`config.mk`:
```
export PLATFORM = sky130hd
export DESIGN_NAME = bnn_infer_sequencer_flat
export DESIGN_NICKNAME = d
export VERILOG_FILES = /design/src/rtl/bnn_infer_sequencer_if.sv /design/src/rtl/bnn_infer_sequencer.sv /design/src/flat_wrapper.sv
export SDC_FILE = /design/constraint.sdc
export NUM_CORES = 2
export LEC_CHECK = 0
export CAP_MARGIN = 25
export CORE_AREA = 3 3 409 411
export CTS_CLUSTER_SIZE = 10
export DETAILED_ROUTE_END_ITERATION = 16
export DIE_AREA = 0 0 412 414
export DONT_BUFFER_PORTS = 1
export HOLD_SLACK_MARGIN = 0.1
export PLACE_DENSITY = 0.47
export SYNTH_ARGS = -nofsm -noshare
export SYNTH_HDL_FRONTEND = slang
export SYNTH_SLANG_ARGS = --single-unit
```
`constraint.sdc`:
```
create_clock -name clk -period 1.8 [get_ports clk]
set_input_delay 0.36 -clock clk [delete_from_list [all_inputs] [get_ports clk]]
set_output_delay 0.36 -clock clk [all_outputs]
set_load 0.05 [all_outputs]
```
`src/rtl/bnn_infer_sequencer_if.sv`:
```
// Sample-in / prediction-out stream bundle for the BNN inference sequencer.
// master: sample source plus result consumer. slave: the sequencer.
interface bnn_infer_sequencer_if #(
    parameter int unsigned FEAT_W = 512,
    parameter int unsigned PRED_W = 3
);
    logic              in_valid;
    logic              in_ready;
    logic [FEAT_W-1:0] in_features;
    logic              pred_valid;
    logic              pred_ready;
    logic [PRED_W-1:0] pred_data;

    modport master (
        output in_valid, in_features, pred_ready,
        input  in_ready, pred_valid, pred_data
    );

    modport slave (
        input  in_valid, in_features, pred_ready,
        output in_ready, pred_valid, pred_data
    );
endinterface

```
`src/rtl/bnn_infer_sequencer.sv`:
```
// Drives one BNN classifier core over a stream of samples: buffers one pending
// sample, holds features stable, pulses core reset, waits the core's fixed
// latency and hands the captured class to the consumer.
module bnn_infer_sequencer #(
    parameter int unsigned FEAT_CNT   = 128,
    parameter int unsigned FEAT_BITS  = 4,
    parameter int unsigned HIDDEN_CNT = 40,
    parameter int unsigned CLASS_CNT  = 6,
    parameter int unsigned CNT_W      = 16,
    localparam int unsigned FEAT_W    = FEAT_BITS * FEAT_CNT,
    localparam int unsigned PRED_W    = $clog2(CLASS_CNT)
) (
    input  logic                  clk,
    input  logic                  rst,
    bnn_infer_sequencer_if.slave  io,
    output logic [FEAT_W-1:0]     core_features,
    output logic                  core_rst,
    input  logic [PRED_W-1:0]     core_pred,
    output logic                  busy,
    output logic [CNT_W-1:0]      done_cnt
);
    // Cycles spent in StRun after the core leaves reset before its output is valid.
    localparam int unsigned WAIT_CYC = HIDDEN_CNT + CLASS_CNT + 1;
    localparam int unsigned CYC_W    = $clog2(WAIT_CYC + 1);
    localparam logic [CYC_W-1:0] CYC_LAST = CYC_W'(WAIT_CYC - 1);

    typedef enum logic [1:0] {StIdle, StLoad, StRun, StDone} state_e;

    state_e            state_q;
    logic              pend_valid_q;
    logic [FEAT_W-1:0] pend_q;
    logic [FEAT_W-1:0] feat_q;
    logic              pred_valid_q;
    logic [PRED_W-1:0] pred_data_q;
    logic [CYC_W-1:0]  cnt_q;
    logic [CNT_W-1:0]  done_cnt_q;

    // Sequencer FSM with the one-deep pending buffer and registered result.
    always_ff @(posedge clk) begin
        if (rst) begin
            state_q      <= StIdle;
            pend_valid_q <= 1'b0;
            pend_q       <= '0;
            feat_q       <= '0;
            pred_valid_q <= 1'b0;
            pred_data_q  <= '0;
            cnt_q        <= '0;
            done_cnt_q   <= '0;
        end else begin
            // Accept only into an empty buffer, so this never races a dequeue below.
            if (io.in_valid && !pend_valid_q) begin
                pend_q       <= io.in_features;
                pend_valid_q <= 1'b1;
            end
            unique case (state_q)
                StIdle: begin
                    if (pend_valid_q) begin
                        feat_q       <= pend_q;
                        pend_valid_q <= 1'b0;
                        state_q      <= StLoad;
                    end
                end
                StLoad: begin
                    cnt_q   <= '0;
                    state_q <= StRun;
                end
                StRun: begin
                    cnt_q <= cnt_q + 1'b1;
                    if (cnt_q == CYC_LAST) begin
                        pred_data_q  <= core_pred;
                        pred_valid_q <= 1'b1;
                        state_q      <= StDone;
                    end
                end
                StDone: begin
                    if (io.pred_ready) begin
                        pred_valid_q <= 1'b0;
                        done_cnt_q   <= done_cnt_q + 1'b1;
                        if (pend_valid_q) begin
                            feat_q       <= pend_q;
                            pend_valid_q <= 1'b0;
                            state_q      <= StLoad;
                        end else begin
                            state_q <= StIdle;
                        end
                    end
                end
                default: state_q <= StIdle;
            endcase
        end
    end

    assign io.in_ready   = !pend_valid_q;
    assign io.pred_valid = pred_valid_q;
    assign io.pred_data  = pred_data_q;
    assign core_features = feat_q;
    assign core_rst      = rst | (state_q == StLoad);
    assign busy          = (state_q != StIdle);
    assign done_cnt      = done_cnt_q;
endmodule

```
`src/flat_wrapper.sv`:
```
// flat-port wrapper written by rule: the top's interface ports become plain ports
module bnn_infer_sequencer_flat 
#(
    parameter int unsigned FEAT_CNT   = 128,
    parameter int unsigned FEAT_BITS  = 4,
    parameter int unsigned HIDDEN_CNT = 40,
    parameter int unsigned CLASS_CNT  = 6,
    parameter int unsigned CNT_W      = 16,
    localparam int unsigned FEAT_W    = FEAT_BITS * FEAT_CNT,
    localparam int unsigned PRED_W    = $clog2(CLASS_CNT)
)
  (clk, rst, core_features, core_rst, core_pred, busy, done_cnt, io_in_valid, io_in_features, io_pred_ready, io_in_ready, io_pred_valid, io_pred_data);
  bnn_infer_sequencer_if #(.FEAT_W((FEAT_BITS * FEAT_CNT)), .PRED_W(($clog2(CLASS_CNT)))) io_i ();
  input  logic clk;
  input  logic rst;
  output logic [FEAT_W-1:0] core_features;
  output logic core_rst;
  input  logic [PRED_W-1:0] core_pred;
  output logic busy;
  output logic [CNT_W-1:0] done_cnt;
  input wire logic [$bits(io_i.in_valid)-1:0] io_in_valid;
  input wire logic [$bits(io_i.in_features)-1:0] io_in_features;
  input wire logic [$bits(io_i.pred_ready)-1:0] io_pred_ready;
  output wire logic [$bits(io_i.in_ready)-1:0] io_in_ready;
  output wire logic [$bits(io_i.pred_valid)-1:0] io_pred_valid;
  output wire logic [$bits(io_i.pred_data)-1:0] io_pred_data;
  assign io_i.in_valid = io_in_valid;
  assign io_i.in_features = io_in_features;
  assign io_i.pred_ready = io_pred_ready;
  assign io_in_ready = io_i.in_ready;
  assign io_pred_valid = io_i.pred_valid;
  assign io_pred_data = io_i.pred_data;
  bnn_infer_sequencer #(.FEAT_CNT(FEAT_CNT), .FEAT_BITS(FEAT_BITS), .HIDDEN_CNT(HIDDEN_CNT), .CLASS_CNT(CLASS_CNT), .CNT_W(CNT_W)) u_core (.clk(clk), .rst(rst), .io(io_i), .core_features(core_features), .core_rst(core_rst), .core_pred(core_pred), .busy(busy), .done_cnt(done_cnt));
endmodule
```
=== Word-level counts from Yosys, hierarchy flattened ===
Cells that the tools add are included.

* Equality and inequality tests: 7
* Reduce and logical (&&, ||, !) cells: 12
* Multiplexer cells: 16
* Bitwise operators: 1
* Add/subtract/negate cells: 2

{| class="wikitable"
|+ Operator list
! operator !! count
|-
| 2-to-1 mux 512 bit || 2
|-
| case mux 512 bit (2 select lines) || 1
|-
| adder 16 x 1 -> 16 bit (second input constant) || 1
|-
| case mux 6 bit (2 select lines) || 1
|-
| case mux 2 bit (4 select lines) || 1
|-
| nonzero test 2 bit || 4
|-
| adder 6 x 1 -> 6 bit (second input constant) || 1
|-
| == test 6 bit (second input constant) || 1
|-
| 2-to-1 mux 1 bit || 6
|-
| 2-to-1 mux 2 bit || 3
|-
| AND reduction 2 bit || 3
|-
| AND reduction 3 bit || 2
|-
| == test 2 bit (second input constant) || 2
|-
| inequality test 2 x 1 -> 1 bit (second input constant) || 2
|-
| case mux 1 bit (2 select lines) || 2
|-
| == test 2 x 1 -> 1 bit (second input constant) || 1
|-
| logical NOT 2 bit || 1
|-
| inequality test 2 bit (second input constant) || 1
|-
| logical AND 1 bit || 1
|-
| logical NOT 1 bit || 1
|-
| bitwise OR 1 bit || 1
|}

* Bits in registers: 1053
* Word-level logic and storage cells: 46
* Input bits: 519

=== Logic depth before layout (Yosys ltp) ===
* Word-level depth: 6
* Mapped depth: 9

=== Least setup slack after synthesis ===
OpenSTA, ideal clock, no wires.

* Kind: register to register
* From: reg u_core.done_cnt_q[3] (netlist: u_core.done_cnt[3])
* To: reg u_core.done_cnt_q[15] (netlist: u_core.done_cnt[15])
* Clock period less this slack: 1.890 ns
* Arrival: 1.819 ns
* Buffers on the path: 1
* Path slack: -0.090 ns
* Stages on the path, launching flop included: 6
* Library setup time: 0.070 ns
* Required time: 1.730 ns
* Cell sequence: dfxtp_1 > and4_1 > buf_2 > nand2_1 > or4_1 > a21oi_1

* Cells in the longest elaborated chain, start to end: 1

{| class="wikitable"
|+ Ends and longest elaborated chain
! item !! line !! source
|-
| start, declared || bnn_infer_sequencer.sv:36 || <nowiki>logic [CNT_W-1:0] done_cnt_q;</nowiki>
|-
| start signal, assigned || bnn_infer_sequencer.sv:78 || <nowiki>done_cnt_q <= done_cnt_q + 1'b1;</nowiki>
|-
| adder 16 x 1 -> 16 bit || bnn_infer_sequencer.sv:78 ||
|}

Every way passes these cells.
A chain may end at the register's enable or synchronous reset.

=== Worst setup path in the final report ===
* From: in rst
* To: out core_rst

* Cells in the longest elaborated chain, start to end: 1

{| class="wikitable"
|+ Ends and longest elaborated chain
! item !! line !! source
|-
| start, declared || flat_wrapper.sv:15 || <nowiki>input logic rst;</nowiki>
|-
| bitwise OR 1 bit || bnn_infer_sequencer.sv:97 || <nowiki>assign core_rst = rst | (state_q == StLoad);</nowiki>
|-
| end, declared || flat_wrapper.sv:17 || <nowiki>output logic core_rst;</nowiki>
|}

Every way passes these cells.

==> key figures <==
Logic synthesis
  – Warnings, synthesis: 0
  – Post-synthesis mux area share: 0.1381%
  – Post-Syn Area: roughly 0.036 mm^2
  – Synth unique cells: 36
  – Post-Synth Adder-Cell Area: less than 1%
  – Avg Inst Size Synth: between 7 and 8 um^2
  – FF+latch count, synth: about 1100
  – Register area share after synthesis: between 50% and 60%
  – Post-Synthesis Cells: 4603
  – Synth Area in XOR/XNOR: 0.2416%
  – Largest family of logic cells by synthesized area: simple AND/OR/NAND/NOR gates
  – Mapped Nets: 5129
  – Synth Area in Compound Gates: between 10% and 20%
  – Fraction of the mapped netlist area in simple logic gates: 22.18%

Clocking
  – CTS tree: done
  – Worst-path clk slew: approximately 0.060 ns
  – Sink Count: approximately 1100
  – Clock Path Buffers: 3
  – CTS root buf: clkbuf_16
  – # H-tree levels: 3
  – Num CTS Buffers: 120
  – Worst-skew pair later-pin latency: between 0.7 and 0.8 ns

Timing
  – RSZ-0062 raised after global routing: true
  – Max-slew violations: 86
  – Clock skew: ~0.028 ns
  – Tightest Pin Transition: ~1.6 ns
  – Setup violators final: 609
  – Final WS setup: -0.3820 ns
  – Fin crit period: approximately 2.2 ns
  – Fmax: 0.4583 GHz
  – Tcrit/Tclk final: 121.2%
  – Final Hold Violating Endpoints: 94
  – Max_slew headroom: -4.222%
  – Hold WS: -0.3033 ns

GRT
  – Grt ovf: 0
  – Initial antenna violation count: 6
  – Vias in the first global route: 32200
  – Gr usage total: around 16%
  – Largest net degree at the start of global routing: 1054
  – First-pass GRT wire length: ~210 mm

Critical path
  – Critical path class: in -> out
  – Required @ worst endpoint: 1.44 ns
  – Worst path top cell family by delay: buffers and inverters
  – Critical-path cell list: buf_16, buf_16, or2_4
  – WP buf/inv: 2
  – Crit path max fanout: around 110
  – Worst setup SP type: input pin
  – CP peak stage delay: 0.41 ns
  – Slowest CP cell: buf_16
  – Critical Path Most Common Cell: buf_16
  – Crit path DAT: roughly 1.8 ns
  – Critical Path End Type: output pin

Cells and area
  – Layout net count: roughly 5700
  – # fillers: 17310
  – Most common library cell in the layout ignoring fill and taps: nand2_1
  – Share of layout cells above drive strength 1: about an eighth
  – Post-layout util: around a third
  – Most frequent cells in the layout: nand2_1, dfxtp_1, a21oi_1
  – Area added between synthesis and finish: 42.63%

Min path
  – Hold Crit Class: in -> reg

Floorplanning
  – Core area: 0.1644 mm^2
  – Cell Rows: roughly 150
  – Die footprint: approximately 0.17 mm^2
  – Die Height: roughly 410 um
  – Io pins: ~1100
  – Die width: 412 um
  – Initial Util: about 22%

Place
  – Dpl hpwl: roughly 96 mm
  – GPL Wtd Cong: between 0.8 and 0.9
  – Port bufs: 0

Power
  – Static Leak: ~19 nW
  – Max rail drop VDD: around 0.00087 V
  – Total power: 73.82 mW
  – Power Dens Cells: about 1400 mW/mm^2

Route
  – Routed vias/inst: ~4.5
  – Residual DRC: 0
  – Total Wirelength: around 150 mm
  – WL/cell: around 20 um
  – First DRT Iteration DRCs: approximately 2500
  – Vias: 33100
  – Antenna viol nets, final: 0
  – Initial DRT Pass Iterations: 6

Status
  – Failing checks: hold timing, slew limit, setup timing
  – Outcome: finished, violations left

Job
  – Max Cap Violations: 0
==> per-stage QoR <==
step | setup WS, ns | cells | cell area (um^2) | TNS, ns
2_1_floorplan | 0.003379 | 4603 | 36250 | 0
3_3_place_gp | -0.1523 | 6636 | 39450 | -35.55
3_5_place_dp | -0.1826 | 6636 | 39450 | -50.04
4_1_cts | -0.4103 | 7397 | 50550 | -110.17
5_1_grt | -0.4183 | 7434 | 51700 | -144.05
6_report | -0.3820 | 7435 | 51700 | -80.08
==> layer usage <==
layer / vias up / track usage (%) / part of all wire [%]
met3: 264 / 6.191 / 9.4
met2: 1103 / 28.24 / 49
met1: 15720 / 18.36 / 38
met4: 2 / 6.338 / 3.6
li1: 16020 / - / -
met5: - / 0 / 0.011
==> final timing paths <==
check / cells past startpoint / slack, ns / end / startpoint
worst min-delay path: 1 / -0.30 / u_core.pend_q[273] / rst
worst max-delay path: 3 / -0.38 / core_rst / rst
worst max register to register: 11 / -0.30 / u_core.core_features[373] / u_core.state_q[1]
worst min register to register: 2 / 0.44 / u_core.core_features[146] / u_core.pend_q[146]
==> flip-flops by register name (all words and copies together) (netlist names) <==
register              count
u_core.cnt_q              6
u_core.core_features    512
u_core.done_cnt          16
u_core.io.pred_data       3
u_core.io.pred_valid      1
u_core.pend_q           512
u_core.pend_valid_q       1
u_core.state_q            2
==> Yosys cell counts (all sizes together) <==
master	count	share of area [%]
clkbuf	206	2.1
nand2b	2	0.035
nor2	20	0.21
nand2	2062	21
a31oi	2	0.035
a221oi	2	0.048
ha	7	0.24
and2	2	0.035
xor2	8	0.19
o31ai	2	0.041
nor3	2	0.028
nor2b	2	0.035
o211ai	2	0.041
a21oi	1034	14
buf	141	2.1
mux2i	5	0.14
and4	4	0.097
nand4	6	0.10
o21a	1	0.021
a311oi	1	0.024
or2	1	0.017
o221a	1	0.031
and3	2	0.035
inv	9	0.093
dfxtp	1053	58
or4	3	0.062
a32o	1	0.028
o21ai	8	0.14
or3	3	0.052
nand3	9	0.12
xnor2	2	0.048
==> final cells by class <==
type / instances / area [um^2] / share of cell area (%)
inverter: 9 / 40.04 / 0.07744
multi-input combinational: 3194 / 14130 / 27.33
timing repair buffer: 831 / 10330 / 19.97
clock buffer: 140 / 3171 / 6.132
clock inverter: 13 / 171.4 / 0.3315
sequential: 1053 / 21110 / 40.84
tap: 2189 / 2739 / 5.297
antenna: 6 / 15.01 / 0.02904
==> kinds of logic after synthesis <==
logic type               after synthesis
AND/OR/NAND/NOR                     2118
adder cells (fa/ha/maj)                7
buffers and inverters                356
flip-flops                          1053
XOR/XNOR                              10
AO/OA/AOI/OAI                       1054
multiplexers                           5
==> repair_timing <==
action / 4_1_cts / 5_1_grt
endpoints found under the setup margin: 1021 / 1024
setup buffers: 48 / 15
pin swaps: 123 / 76
hold buffers: 505 / 5
cloned: 55 / 17
hold endpoints to repair: 946 / 100
resized for setup: 192 / 189
==> worst register-to-register path, cell delays in order, from the launching register on <==
cell	delay (ns)
dfxtp_2	0.32
buf_4	0.14
ha_4	0.17
and2_4	0.17
o21a_4	0.24
buf_12	0.13
buf_16	0.16
buf_16	0.20
buf_4	0.14
buf_4	0.13
nand2_1	0.06
a21oi_1	0.07
==> power by group <==
part,internal (mW),switching [mW]
combinational,10.3,11.3
clock,12.5,9.55
sequential,25.6,4.49
Note: power is estimated with default switching activity, not from simulation.
